===== src/rtl/btn_pkg.sv =====
// Shared types and constants for the push-button front end.
package btn_pkg;

  typedef enum logic [1:0] {
    IDLE,
    WAIT_PRESS,
    PRESSED,
    WAIT_RELEASE
  } btn_state_t;

  localparam int BTN_C = 0;
  localparam int BTN_U = 1;
  localparam int BTN_D = 2;
  localparam int BTN_R = 3;
  localparam int BTN_L = 4;

  // Counter width for a debounce window; never narrower than one bit.
  function automatic int cnt_width(input int cycles);
    return (cycles > 1) ? $clog2(cycles) : 1;
  endfunction

endpackage


===== src/rtl/btn_debounce_ch.sv =====
// One button channel: input synchroniser, debounce FSM with a stability
// counter, and registered level / press / release outputs.
//
//   state        | meaning
//   -------------+-----------------------------------------------------
//   IDLE         | released and stable, level 0
//   WAIT_PRESS   | input seen high, counting stable-high cycles, level 0
//   PRESSED      | held and stable, level 1
//   WAIT_RELEASE | input seen low, counting stable-low cycles, level 1
module btn_debounce_ch
  import btn_pkg::*;
#(
  parameter int DEBOUNCE_CYCLES = 360000,
  parameter int SYNC_STAGES     = 2
) (
  input  logic pixel_clk,
  input  logic rst_n,
  input  logic btn_raw,
  output logic btn_level,
  output logic btn_press,
  output logic btn_release
);

  localparam int             CNT_W    = cnt_width(DEBOUNCE_CYCLES);
  localparam logic [CNT_W-1:0] CNT_LAST = CNT_W'(DEBOUNCE_CYCLES - 1);

  logic [SYNC_STAGES-1:0] sync_q;
  logic                   s;

  btn_state_t       state_q, state_d;
  logic [CNT_W-1:0] cnt_q, cnt_d;
  logic             level_d, press_d, release_d;

  // Shift the raw input through the metastability chain.
  always_ff @(posedge pixel_clk or negedge rst_n) begin
    if (!rst_n) begin
      sync_q <= '0;
    end else begin
      sync_q <= {sync_q[SYNC_STAGES-2:0], btn_raw};
    end
  end

  assign s = sync_q[SYNC_STAGES-1];

  // State, counter and all outputs are registered together.
  always_ff @(posedge pixel_clk or negedge rst_n) begin
    if (!rst_n) begin
      state_q     <= IDLE;
      cnt_q       <= '0;
      btn_level   <= 1'b0;
      btn_press   <= 1'b0;
      btn_release <= 1'b0;
    end else begin
      state_q     <= state_d;
      cnt_q       <= cnt_d;
      btn_level   <= level_d;
      btn_press   <= press_d;
      btn_release <= release_d;
    end
  end

  // Next-state logic; pulses default low so they last exactly one cycle.
  always_comb begin
    state_d   = state_q;
    cnt_d     = cnt_q;
    level_d   = btn_level;
    press_d   = 1'b0;
    release_d = 1'b0;
    unique case (state_q)
      IDLE: begin
        level_d = 1'b0;
        if (s) begin
          state_d = WAIT_PRESS;
          cnt_d   = '0;
        end
      end
      WAIT_PRESS: begin
        level_d = 1'b0;
        if (!s) begin
          state_d = IDLE;
        end else if (cnt_q == CNT_LAST) begin
          state_d = PRESSED;
          level_d = 1'b1;
          press_d = 1'b1;
        end else begin
          cnt_d = cnt_q + CNT_W'(1);
        end
      end
      PRESSED: begin
        level_d = 1'b1;
        if (!s) begin
          state_d = WAIT_RELEASE;
          cnt_d   = '0;
        end
      end
      WAIT_RELEASE: begin
        level_d = 1'b1;
        if (s) begin
          state_d = PRESSED;
        end else if (cnt_q == CNT_LAST) begin
          state_d   = IDLE;
          level_d   = 1'b0;
          release_d = 1'b1;
        end else begin
          cnt_d = cnt_q + CNT_W'(1);
        end
      end
      default: begin
        state_d = IDLE;
        cnt_d   = '0;
        level_d = 1'b0;
      end
    endcase
  end

endmodule


===== src/rtl/button_conditioner.sv =====
// Conditions the board push-buttons (bit map c,u,d,r,l) into the pixel
// clock domain; every channel is independent.
module button_conditioner
  import btn_pkg::*;
#(
  parameter int NUM_BUTTONS     = 5,
  parameter int DEBOUNCE_CYCLES = 360000,
  parameter int SYNC_STAGES     = 2
) (
  input  logic                   pixel_clk,
  input  logic                   rst_n,
  input  logic [NUM_BUTTONS-1:0] btn_raw,
  output logic [NUM_BUTTONS-1:0] btn_level,
  output logic [NUM_BUTTONS-1:0] btn_press,
  output logic [NUM_BUTTONS-1:0] btn_release
);

  // One debounce channel per button bit.
  for (genvar i = 0; i < NUM_BUTTONS; i++) begin : g_ch
    btn_debounce_ch #(
      .DEBOUNCE_CYCLES (DEBOUNCE_CYCLES),
      .SYNC_STAGES     (SYNC_STAGES)
    ) u_ch (
      .pixel_clk   (pixel_clk),
      .rst_n       (rst_n),
      .btn_raw     (btn_raw[i]),
      .btn_level   (btn_level[i]),
      .btn_press   (btn_press[i]),
      .btn_release (btn_release[i])
    );
  end

endmodule


===== config.mk =====
export PLATFORM = sky130hd
export DESIGN_NAME = button_conditioner
export DESIGN_NICKNAME = d
export VERILOG_FILES = /design/src/rtl/btn_pkg.sv /design/src/rtl/btn_debounce_ch.sv /design/src/rtl/button_conditioner.sv
export SDC_FILE = /design/constraint.sdc
export NUM_CORES = 1
export LEC_CHECK = 0
export CORE_ASPECT_RATIO = 0.9
export CORE_MARGIN = 1
export CORE_UTILIZATION = 62
export CTS_CLUSTER_DIAMETER = 200
export DETAILED_ROUTE_END_ITERATION = 8
export PLACE_DENSITY = 0.89
export SYNTH_ARGS = -nofsm -noshare
export SYNTH_HDL_FRONTEND = slang
export SYNTH_SLANG_ARGS = --single-unit

===== constraint.sdc =====
create_clock -name pixel_clk -period 2.5 [get_ports pixel_clk]
set_clock_uncertainty 0.05 [all_clocks]
set_input_delay 0.25 -clock pixel_clk [delete_from_list [all_inputs] [get_ports pixel_clk]]
set_output_delay 0.25 -clock pixel_clk [all_outputs]
set_load 0.01 [all_outputs]

* Yosys cells after proc, flatten, opt, wreduce, memory -nomap -nowiden
Index checks and enable logic that the tools add are counted.
Storage, ports and cells: input bits 7, logic and storage cells 205, register bits after elaboration 130, output and inout port bits 15
Operators by class: mux-type cells 105, eq/ne operators 50, add/sub/neg operators 5, reduce and logical (&&, ||, !) cells 15
Operators with widths (count):
- $mux W19 | 25
- $pmux W19 S4 | 5
- $add A19 B1 Y19 const B | 5
- $eq A19 B19 Y1 const B | 5
- $mux W2 | 30
- $pmux W2 S4 | 5
- $reduce_and A4 Y1 | 10
- $mux W1 | 35
- $eq A2 B2 Y1 const B | 10
- $ne A2 B1 Y1 const B | 10
- $ne A2 B2 Y1 const B | 10
- $pmux W1 S4 | 5
- $ne A3 B1 Y1 const B | 5
- $ne A3 B3 Y1 const B | 5
- $eq A2 B1 Y1 const B | 5
- $logic_not A2 Y1 | 5

* Longest topological paths before layout
Gate-level depths: netlist (run 1).
depth in word-level cells 4, depth in mapped cells 8, depth with buffers taken out 7

* Hierarchy
Synthesis (run 1) repeated with hierarchy kept, for this count alone.
Second synthesis, totals: cell total of the unflattened synthesis 647, area, all modules 6646.4 µm²
By module, submodules not included:
- btn_debounce_ch (g_ch[0].u_ch ...) | cells an instance 130, sequential area each 650.6 µm², times used 4, area an instance 1338.8 µm²
- btn_debounce_ch (g_ch[4].u_ch) | cells an instance 127, sequential area each 650.6 µm², times used 1, area an instance 1291.2 µm²

* Least setup slack after synthesis (run 1)
No wires, ideal clock.
kind register to register, start register g_ch[3].u_ch.cnt_q[6], end register g_ch[3].u_ch.cnt_q[1], required time 2.329 ns, period minus slack after synthesis 1.868 ns, setup slack 0.632 ns, arrival 1.697 ns, buffers on the path 1, stages on the path, launching flop included 7, library setup time 0.121 ns, cells stage by stage dfrtp_1 -> clkbuf_1 -> nor4b_1 -> nand4_1 -> nor2_2 -> mux2_2 -> a22o_1
On the way: longest elaborated chain between the ends 4, elaborated cells between the ends (all ways) 5, classes of those cells eq/ne (1); mux (4)
Ends and longest elaborated chain:
- start: declaration | RTL line btn_debounce_ch.sv:31 | logic [CNT_W-1:0] cnt_q, cnt_d;
- start signal: assignment | RTL line btn_debounce_ch.sv:55 | cnt_q <= cnt_d;
- $eq A19 B19 Y1 * | RTL line btn_debounce_ch.sv:81, btn_debounce_ch.sv:100
- $mux W19 *
- $mux W19, on equally long branches
- $pmux W19 S4 *
Every way passes the cells marked *; elsewhere a longest branch is shown, timed or not. The select of a mux whose other input is x is not followed. A chain may end at the register's enable or synchronous reset.

* Worst setup path after layout (run 1)
start register g_ch[1].u_ch.cnt_q[0], end register g_ch[1].u_ch.cnt_q[7]
On the way: longest elaborated chain between the ends 4, elaborated cells between the ends (all ways) 6, classes of those cells add/sub (1); eq/ne (1); mux (4)
Ends and longest elaborated chain:
- start: declaration | RTL line btn_debounce_ch.sv:31
- start signal: assignment | RTL line btn_debounce_ch.sv:55
- $add A19 B1 Y19 / $eq A19 B19 Y1 (equally long branches)
- $mux W19 * | RTL line btn_debounce_ch.sv:81, btn_debounce_ch.sv:100
- $mux W19, on equally long branches | RTL line btn_debounce_ch.sv:98, btn_debounce_ch.sv:79
- $pmux W19 S4 * | RTL line btn_debounce_ch.sv:69 | unique case (state_q)
Marked as above.

==> flow_metrics.tcl, run 1 <==
set metrics [dict create \
    drive_above_1_share 0.1209 \
    antenna_left 0 \
    ys_ff_latch 130 \
    h-tree-depth 4 \
    synth.distinct_cells 69 \
    grt_pass1_wl_mm 25.11 \
    initial_core_util 0.6339 \
    worstPathMaxFanout 12 \
    tightest_slew_ns 0.7238 \
    rsz0062_at_grt "false" \
    p_leak_nw 3.433 \
    cts_tree "yes" \
    synth.net_count 716 \
    core-area_um2 10810 \
    insertion_delay_ns 0.42 \
    die-area_um2 11480 \
    tns_ns 0 \
    ios 22 \
    via_per_inst 6.454 \
    relSlewSlack 0.5174 \
    routed_wl_mm 14.56 \
    clock_path_buffers 2 \
    ys.flop_type "dfrtp_1" \
    yosysSeqAreaShare 0.4747 \
    hold_viol 0 \
    chipWidth_um 112.8 \
    max-cap-violations 0 \
    area.growth.synth_to_final_pct 13.29 \
    grt_use_total 0.2770 \
    port_buffers 21 \
    dr_total_vias 5557 \
    grt_max_degree 43 \
    finalPower_mw 5.264 \
    cts_inserted_buffers 17 \
    syn-cell-area_um2 6853 \
    peakVddDrop_mv 0.5510 \
    clkSlewWorstSetupHoldPaths_ns 0.06 \
    dr.pass1.iters 5 \
    synth_top_area_share 0.4747 \
    grt_pass1_vias 5342 \
    hold_path.class "in2reg" \
    cts_root_buf "clkbuf_16" \
    overflow 0 \
    crit_type "reg2reg" \
    worst_setup_path_start_kind "register" \
    fp-row-count 36 \
    syn_area_per_cell_um2 9.734 \
    fin_nets 727 \
    finalMaxSlewViolations 0 \
    status "completed" \
    finalCritPeriodShare 0.9032 \
    drc 0 \
    clkSinkCount 130 \
    wire_per_inst_um 16.90 \
    post_cts_resized 0 \
    worstPathRequired_ns 2.81 \
    async_flop_share 1.000 \
    cp-end-kind "register" \
    setup_viol 0 \
    dp_hpwl_mm 9.578 \
    fp.dieH_um 101.7 \
    gp_congestion 0.8831 \
    synthTopCellsByArea "dfrtp_1 47%, nor2_1 4.0%, nand2_1 3.2%" \
    synth_cells 704 \
    yosys.area.top_type "dfrtp_1" \
    whs_ns 0.2161 \
    drtIter0Drc 500 \
    grt_antenna_before_repair 0 \
    diodes 0 \
    synth_edf_count 0 \
    layout_min_cycle_time_ns 2.258 \
    fmax_mhz 442.9 \
    power_density_nw_per_um2 678.0 \
    crit_arrival_ns 2.56 \
    ys_warn_count 0 \
]
## metrics by stage
stage / cells / utilization / setup WS (ns) / cell area (um2)
6_report: 861 / 0.7182 / 0.2419 / 7764
5_1_grt: 861 / 0.7182 / 0.05690 / 7764
4_1_cts: 861 / 0.7182 / 0.2831 / 7764
3_5_place_dp: 828 / 0.6563 / 0.2952 / 7094
3_3_place_gp: 828 / 0.6563 / 0.4528 / 7094
2_1_floorplan: 704 / - / 0.6321 / 6853
## logic make-up (layout without fill, tap and decap cells)
family	count (synthesis)	count (layout)	synth area share
xor+xnor	35	35	0.04583
flops	130	130	0.4747
fa+ha+maj	5	5	0.009129
simple gates	316	316	0.2523
compound gates	133	133	0.1267
mux	32	32	0.05039
buf+inv	53	77	0.04090
## cells in the final DEF, fill, tap and decap left out, types with 15 or more instances in the layout
master	instances
dfrtp_1	130
nor2_1	73
nand2_1	59
nand3_1	44
o21ai_0	35
a21oi_1	31
nand4_1	23
xor2_1	23
a22o_1	21
clkdlybuf4s50_1	20
nor3_1	19
mux2_2	18
clkbuf_16	17
and3_1	15
## layout make-up
class / count / area [um2]
Multi-Input combinational cell: 521 / 3327
Sequential cell: 130 / 3253
Fill cell: 742 / 3047
Clock buffer: 19 / 452.9
Timing Repair Buffer: 33 / 312.8
Clock inverter: 13 / 206.4
Tap cell: 133 / 166.4
Inverter: 12 / 45.04
## registers in the layout (all words and copies together), names as in the netlist, named ones only
name and cells:
g_ch.u_ch.cnt_q 95, g_ch.u_ch.sync_q 10, g_ch.u_ch.btn_level 5, g_ch.u_ch.state_q 5, g_ch.u_ch.btn_press 5, g_ch.u_ch.btn_release 5
## worst paths after layout
path | slack, ns | to | cells past startpoint | start
setup / recovery | 0.24 | g_ch[1].u_ch.cnt_q[7] | 7 | g_ch[1].u_ch.cnt_q[0]
hold / removal | 0.22 | g_ch[1].u_ch.sync_q[0] | 1 | btn_raw[1]
setup reg to reg | 0.24 | g_ch[1].u_ch.cnt_q[7] | 7 | g_ch[1].u_ch.cnt_q[0]
hold reg to reg | 0.31 | g_ch[4].u_ch.sync_q[1] | 0 | g_ch[4].u_ch.sync_q[0]
max in group asynchronous | 1.33 | g_ch[3].u_ch.cnt_q[6] | 3 | rst_n
min in group asynchronous | 0.31 | async pin | 2 | rst_n
## critical path: stages, from the launching register on
cell and delay, ns:
dfrtp_1 0.42, ha_1 0.23, nand2_1 0.15, nor4_4 0.35
a31o_2 0.36, inv_1 0.25, a31oi_1 0.26, a41o_1 0.12
## metal layers
layer	global-route usage	routed length, um	part of all wire	vias up
met5	0	0	0	-
met4	0.1231	399	0.027	0
met3	0.08019	746	0.051	48
met2	0.4349	7153	0.49	201
met1	0.3612	6255	0.43	2724
li1	-	-	-	2584
## Yosys cell counts (5+ instances only)
library cell / count
buf_4: 15
or3_1: 6
ha_1: 5
a31o_2: 6
nand3_1: 44
and3_1: 15
nor3_1: 19
mux2_2: 18
o21ai_0: 35
o211ai_1: 5
nand2_1: 59
dfrtp_1: 130
nand4_1: 23
buf_2: 7
a21o_1: 5
and2_1: 9
mux2i_1: 12
a22o_1: 21
clkbuf_1: 15
nor3b_1: 11
xor2_1: 23
a21oi_1: 31
nor4b_1: 6
a31oi_1: 10
and4_1: 9
inv_1: 12
or4_1: 5
nor2_1: 73
xnor2_1: 11
## timing repair
item	CTS	global route
hold buffers	1	0
endpoints found under the hold margin	37	0
buffers inserted	0	0
## report_power, final
part	internal (mW)	total, mW	leakage (nW)	switching, mW
clock	1.82	2.75	0.319	0.931
combinational	0.107	0.262	1.34	0.155
sequential	2.16	2.25	1.77	0.0891
(Power assumes the default switching activity.)
==> inputs of run 2 (changes only) <==
CORE_UTILIZATION = 60   (was 62)
PLACE_DENSITY = 0.87   (was 0.89)
==> run 2 against run 1 <==
Against the previous run: non-clock buffer count unchanged; register-to-register slack is essentially flat; sequential share of layout area grew 0.21 points; combinational power hardly changed; first-iteration DRC count up 11%; die area rose by 3.3%.
==> flow_metrics.tcl, run 2 (synthesized netlist as in run 1, its figures left out) <==
set metrics [dict create \
    status "completed" \
    cts_inserted_buffers 17 \
    post_cts_resized 0 \
    initial_core_util 0.6235 \
    relSlewSlack 0.5160 \
    power_density_nw_per_um2 647.1 \
    dr.pass1.iters 5 \
    final_common_cell "dfrtp_1" \
    crit_type "reg2reg" \
    core-area_um2 10990 \
    antenna_left 0 \
    grt_pass1_vias 5375 \
    port_buffers 21 \
    layout_min_cycle_time_ns 2.244 \
    h-tree-depth 4 \
    drc 0 \
    setup_viol 0 \
    fp-row-count 36 \
    clkSinkCount 130 \
    regMostFlops "g_ch.u_ch.cnt_q" \
    finalMaxSlewViolations 0 \
    hold_viol 0 \
    wire_per_inst_um 15.93 \
    fp.dieH_um 103.4 \
    crit_arrival_ns 2.50 \
    diodes 0 \
    ios 22 \
    routed_wl_mm 14.02 \
    grt_pass1_wl_mm 24.63 \
    worstPathRequired_ns 2.75 \
    clock_path_buffers 2 \
    most-common-layout-cells "130 x dfrtp_1, 73 x nor2_1, 59 x nand2_1" \
    clkSlewWorstSetupHoldPaths_ns 0.06 \
    p_leak_nw 3.400 \
    grt_max_degree 51 \
    chipWidth_um 114.7 \
    reg2reg_depth 6 \
    grt_use_total 0.2642 \
    fmax_mhz 445.5 \
    dp_hpwl_mm 9.363 \
    peakVddDrop_mv 0.4361 \
    gp_congestion 0.8771 \
    nFillCells 801 \
    largest_register_ffs 95 \
    placed_area_um2 7118 \
    worstHoldPathCells 1 \
    drive_above_1_share 0.1168 \
    tightest_slew_ns 0.7261 \
    largestRegisters "g_ch.u_ch.cnt_q: 95 flops, g_ch.u_ch.sync_q: 10 flops" \
    rsz0062_at_grt "false" \
    finalPower_mw 4.999 \
    cp-end-kind "register" \
    tns_ns 0 \
    grt_antenna_before_repair 0 \
    worstPathMaxFanout 12 \
    hold_path.class "in2reg" \
    overflow 0 \
    regArea_um2 3253 \
    cts_tree "yes" \
    max-cap-violations 0 \
    finalCritPeriodShare 0.8978 \
    worst_setup_path_start_kind "register" \
    drtIter0Drc 556 \
    via_per_inst 6.136 \
    die-area_um2 11850 \
    fin_nets 727 \
    dr_total_vias 5400 \
    area.growth.synth_to_final_pct 12.73 \
    multi_input_area_um2 3327 \
    cts_root_buf "clkbuf_16" \
    final_area_um2 7725 \
    insertion_delay_ns 0.42 \
]
[run 2: cell types whose count changed in the layout (fill, tap and decap cells not counted), sizes merged]
cell,change
clkbuf,+3
bufinv,-2
clkinv,-1
clkinvlp,+1
inv,-1
[run 2: routing by layer]
metal,track usage,up-vias,part of all wire
li1,-,2582,-
met1,0.3304,2632,0.43
met2,0.4462,159,0.51
met3,0.06702,27,0.043
met4,0.1039,0,0.017
met5,0,-,0
[run 2: through the flow]
step | std cells | setup slack [ns] | hold slack [ns] | utilization
after floorplan | 704 | 0.6321 | -0.09559 | -
after global placement | 847 | 0.4565 | 0.2410 | 0.6477
after detailed placement | 847 | 0.3168 | 0.2476 | 0.6477
after CTS | 880 | 0.3009 | 0.2285 | 0.7029
after global routing | 880 | 0.2075 | 0.2208 | 0.7029
final | 880 | 0.2556 | 0.2310 | 0.7029
[run 2: final cells by class]
type                    instances  area share
clock buffers                  22     0.06009
well taps                     152     0.02462
inverters                      12    0.005831
multi-input cells             521      0.4307
clock inverters                10     0.01717
repair buffers                 33     0.04049
flip-flops and latches        130      0.4211
[run 2: what timing repair did]
item / 4_1_cts / 5_1_grt
hold buffers: 1 / 0
buffers inserted: 0 / 0
hold endpoints to repair: 45 / 0
[run 2: power by group]
part | internal [mW] | switching (mW)
combinational | 0.108 | 0.154
clock | 1.61 | 0.875
sequential | 2.16 | 0.0896
total | 3.88 | 1.12
[run 2: path summary, 6_finish.rpt]
path                                   startpoint                     end  slack, ns
max reg2reg                 g_ch[1].u_ch.cnt_q[0]   g_ch[1].u_ch.cnt_q[2]       0.26
min reg2reg                g_ch[2].u_ch.sync_q[0]  g_ch[2].u_ch.sync_q[1]       0.30
min in group asynchronous                   rst_n  g_ch[1].u_ch.cnt_q[13]       0.35
max in group asynchronous                   rst_n  g_ch[2].u_ch.cnt_q[10]       1.37
min                                    btn_raw[1]  g_ch[1].u_ch.sync_q[0]       0.23
max                         g_ch[1].u_ch.cnt_q[0]   g_ch[1].u_ch.cnt_q[2]       0.26
[run 2: critical path, stage by stage (launching register included)]
cell	delay (ns)
dfrtp_1	0.43
ha_1	0.26
nand2_1	0.17
nor4_4	0.36
a31o_2	0.36
inv_1	0.22
a31o_2	0.29
